## src/rtl/stream_broadcaster_n.sv

```systemverilog
// stream_broadcaster_n: delivers one input transaction to a masked subset of N output channels,
// each channel owning a one-entry holding slot so consumers drain independently.
module stream_broadcaster_n #(
    parameter  int    N     = 2,
    parameter  int    WIDTH = 4,
    parameter  string SPLIT = "yes",
    parameter  string BURST = "yes",
    localparam int    IW    = (SPLIT == "yes") ? N * WIDTH : WIDTH
) (
    input  logic               iCLK,
    input  logic               iRST,
    input  logic               iValid_AM,
    output logic               oReady_AM,
    input  logic [IW-1:0]      iData_AM,
    input  logic [N-1:0]       iMask_AM,
    output logic [N-1:0]       oValid_BM,
    input  logic [N-1:0]       iReady_BM,
    output logic [N*WIDTH-1:0] oData_BM
);
    logic [N-1:0]       valid_q, valid_d, load;
    logic [N*WIDTH-1:0] data_q, data_d, fan;
    logic               accept;
    generate
        if (SPLIT == "yes") begin : g_split
            assign fan = iData_AM;
        end else begin : g_copy
            assign fan = {N{iData_AM}};
        end
    endgenerate
    // Readiness ignores the mask so a transaction never overtakes an older one on any channel.
    always_comb begin
        oReady_AM = iRST & ((BURST == "yes") ? &(~valid_q | iReady_BM) : &(~valid_q));
        accept    = iValid_AM & oReady_AM;
        load      = iMask_AM & {N{accept}};
        valid_d   = (valid_q & ~iReady_BM) | load;
        data_d    = data_q;
        for (int k = 0; k < N; k++) begin
            data_d[k*WIDTH +: WIDTH] = load[k] ? fan[k*WIDTH +: WIDTH] : data_q[k*WIDTH +: WIDTH];
        end
    end
    always_ff @(posedge iCLK or negedge iRST) begin
        if (!iRST) begin
            valid_q <= '0;
            data_q  <= '0;
        end else begin
            valid_q <= valid_d;
            data_q  <= data_d;
        end
    end
    assign oValid_BM = valid_q;
    assign oData_BM  = data_q;
endmodule

```

## config.mk

```make
export PLATFORM = sky130hd
export DESIGN_NAME = stream_broadcaster_n
export DESIGN_NICKNAME = d
export VERILOG_FILES = /design/src/rtl/stream_broadcaster_n.sv
export SDC_FILE = /design/constraint.sdc
export NUM_CORES = 1
export LEC_CHECK = 0
export BUFFER_PORTS_ARGS = -buffer_cell sky130_fd_sc_hd__buf_2
export CORE_AREA = 2 2 39 41
export DETAILED_ROUTE_END_ITERATION = 8
export DIE_AREA = 0 0 41 43
export PLACE_DENSITY = 0.66
export REMOVE_ABC_BUFFERS = 1
export SLEW_MARGIN = 30
export SYNTH_ARGS = -nofsm -noshare
export SYNTH_HDL_FRONTEND = slang
export SYNTH_SLANG_ARGS = --single-unit
export TNS_END_PERCENT = 1
```

## constraint.sdc

```tcl
create_clock -name iCLK -period 1.2 [get_ports iCLK]
set_input_delay 0.3 -clock iCLK [delete_from_list [all_inputs] [get_ports iCLK]]
set_output_delay 0.3 -clock iCLK [all_outputs]
set_load 0.01 [all_outputs]
```

==> results by group <==
Floorplan
  – Die span in y: 43 um
  – Initial core utilization: about a third
  – I/O pin count: 26
  – Die Wd: just over 40 um
  – Core Rows: 14
  – Core area: approximately 1400 um^2
  – Die area: about 1800 um^2

Yosys
  – Sequential element share of the synthesized area: roughly 56%
  – Ys Warns: 0
  – Netlist cell types: 8
  – Cells after Synth: 27
  – Syn_area_per_cell: around 16 um^2
  – Post-Syn Area: ~450 um^2
  – Seq cells post-synth: 10

Finish
  – Final std cells w/o fill: 78
  – Area grow syn2layout: 53.4%
  – Post-layout nets: between 70 and 80
  – Layout cells sized above 1: about four fifths
  – Inserted Diodes: 0

Clocking
  – CTS root buf: clkbuf_4
  – Clock Latency Late Sink: roughly 0.26 ns
  – Worst-path clk slew: about 0.070 ns
  – Clk buf depth: 2
  – Num CTS Buffers: 3
  – CTS H-tree depth: 1
  – CTS sink cnt: 10
  – CTS tree: yes

Setup path
  – Critical Path Fanout Max: 4
  – Required time worst endpoint: about 0.90 ns
  – Nature of the critical path endpoint: primary output
  – Crit path DAT: 1.09 ns
  – Crit start category: flop
  – WS Path Type: reg -> out
  – R2R Setup Slk: -0.13 ns

Timing
  – Maximum clock rate: 0.722 GHz
  – Setup TNS: -1.20 ns
  – Clock Skew: 0.000410 ns
  – Slew headroom: 78.5%
  – Final worst slack: -0.186 ns
  – Max-slew violations: 0
  – Final setup vio count: 9
  – Final Hold Vio Count: 0
  – Tcrit/Tclk final: 115%
  – Least-Margin Pin Slew: about 0.32 ns
  – Fin crit period: between 1 and 1.5 ns
  – RSZ-0062 raised after global routing: yes

Power
  – Switching Share: 25.9%
  – Leak Pwr: roughly 0.35 nW
  – Power density over the cells: about 1500 nW/um^2
  – Overall power: 1.01 mW
  – Power share of the clock group: between 20% and 30%
  – Combinational share of power: 26.9%
  – Psw: 0.263 mW
  – IR drop worst, VDD: 759 uV
  – P_int: approximately 0.75 mW
  – Seq pwr share: roughly 43%

Placement
  – GPL Wtd Cong: between 0.6 and 0.7
  – Setup WS pre-CTS: -0.0955 ns
  – IO buf count: 25
  – DP Wirelength: about 700 um
  – Inst Count DP: 71

Run status
  – Failing checks: negative setup slack
  – Status: finished, violations left

Worst hold path
  – Worst hold path type: in -> async

Global routing
  – First-pass GRT wire length: 1370 um
  – Antenna violations before repair: 0
  – Largest net degree at the start of global routing: 7
  – GRT Util Overall: roughly 12%
  – Vias in the first global route: 312
  – Total grt overflow: 0

Routing
  – Final wirelength: ~870 um
  – Vias after detailed routing: roughly 340
  – Vias per cell: between 4 and 5
  – Routed Antenna Nets: 0
  – WL per Instance: between 10 and 15 um
  – Initial DRC count: 3
  – DR pass1 iterations: 2
  – DRC viols: 0

Flow run
  – Max Cap Violations: 0
worst paths after layout:
path | startpoint | end | cells after the start
worst min-delay path | iRST | oValid_BM[0] | 3
max in group asynchronous | iRST | oData_BM[2] | 3
worst min register to register | oData_BM[2] | oData_BM[2] | 1
worst max-delay path | oValid_BM[0] | oReady_AM | 3
min in group iCLK | iData_AM[3] | oData_BM[3] | 2
worst max register to register | oValid_BM[1] | oData_BM[5] | 4
state kept, by name, summed over array words and instances, names as in the netlist:
name and cells:
oValid_BM 2, oData_BM 8
Yosys cell counts:
library cell	count	area [um^2]
mux2_2	4	45.0
nor3b_1	1	7.51
mux2_4	4	60.1
dfrtp_1	10	250
nand3_1	2	10.0
nor2b_4	2	27.5
nor3_4	2	32.5
or2_2	2	12.5
what timing repair did:
| action | 4_1_cts | 5_1_grt |
|---|---|---|
| pin swaps | 3 | 0 |
| hold buffers | 1 | 0 |
| buffers inserted | 2 | 0 |
| resized for setup | 2 | 0 |
| setup endpoints to repair | 9 | 9 |
| hold endpoints to repair | 4 | 0 |
cells by family (layout without fill, tap and decap cells):
group	Yosys count	count (layout)	share of synthesized area (%)
flip-flops	10	10	56.2
AND/OR/NAND/NOR	9	9	20.2
multiplexers	8	8	23.6
buffers and inverters	0	35	0
layout make-up:
type	instances	area (um^2)
clock buffer	4	36.3
fill	133	701
multi-input combinational	17	200
sequential	10	250
tap	16	20.0
timing repair buffer	31	176
power by group through the flow:
stage / Clock, mW / Sequential [mW] / Combinational (mW)
after detailed placement: 0 / 0.447 / 0.265
final: 0.302 / 0.439 / 0.273
after CTS: 0.313 / 0.440 / 0.278
after global placement: 0 / 0.446 / 0.264
after floorplan: 0 / 0.480 / 0.107
after global routing: 0.328 / 0.450 / 0.295
layer usage:
| layer | up-vias | part of all wire, % | track usage [%] | routed length, um |
|---|---|---|---|---|
| li1 | 167 | - | - | - |
| met1 | 155 | 44 | 16.6 | 384 |
| met2 | 16 | 46 | 15.3 | 401 |
| met3 | 0 | 10 | 4.19 | 87 |
| met4 | 0 | 0 | 8.00 | 0 |
| met5 | - | 0 | 0 | 0 |
per-stage QoR:
stage	area (um^2)	utilization, %	hold slack (ns)
floorplan	445	-	0.00441
global placement	613	44.3	0.230
detailed placement	613	44.3	0.231
CTS	683	49.4	0.0453
global route	683	49.4	0.0643
finish	683	49.4	0.0523
worst max-delay path, stage by stage, from the launching register on:
cell and delay, ns:
dfrtp_1 0.38, nor2b_4 0.15, nor3b_2 0.15, buf_2 0.15
cell usage in the layout, fill, tap and decap left out:
master	n
mux2_2	4
nor3b_2	1
nand3_1	2
mux2_4	4
dlygate4sd3_1	1
buf_4	4
dfrtp_1	10
nor2b_4	2
buf_2	25
clkbuf_8	1
clkbuf_4	3
nor3_4	2
buf_6	1
or2_2	2
Note: power is estimated with default switching activity, not from simulation.
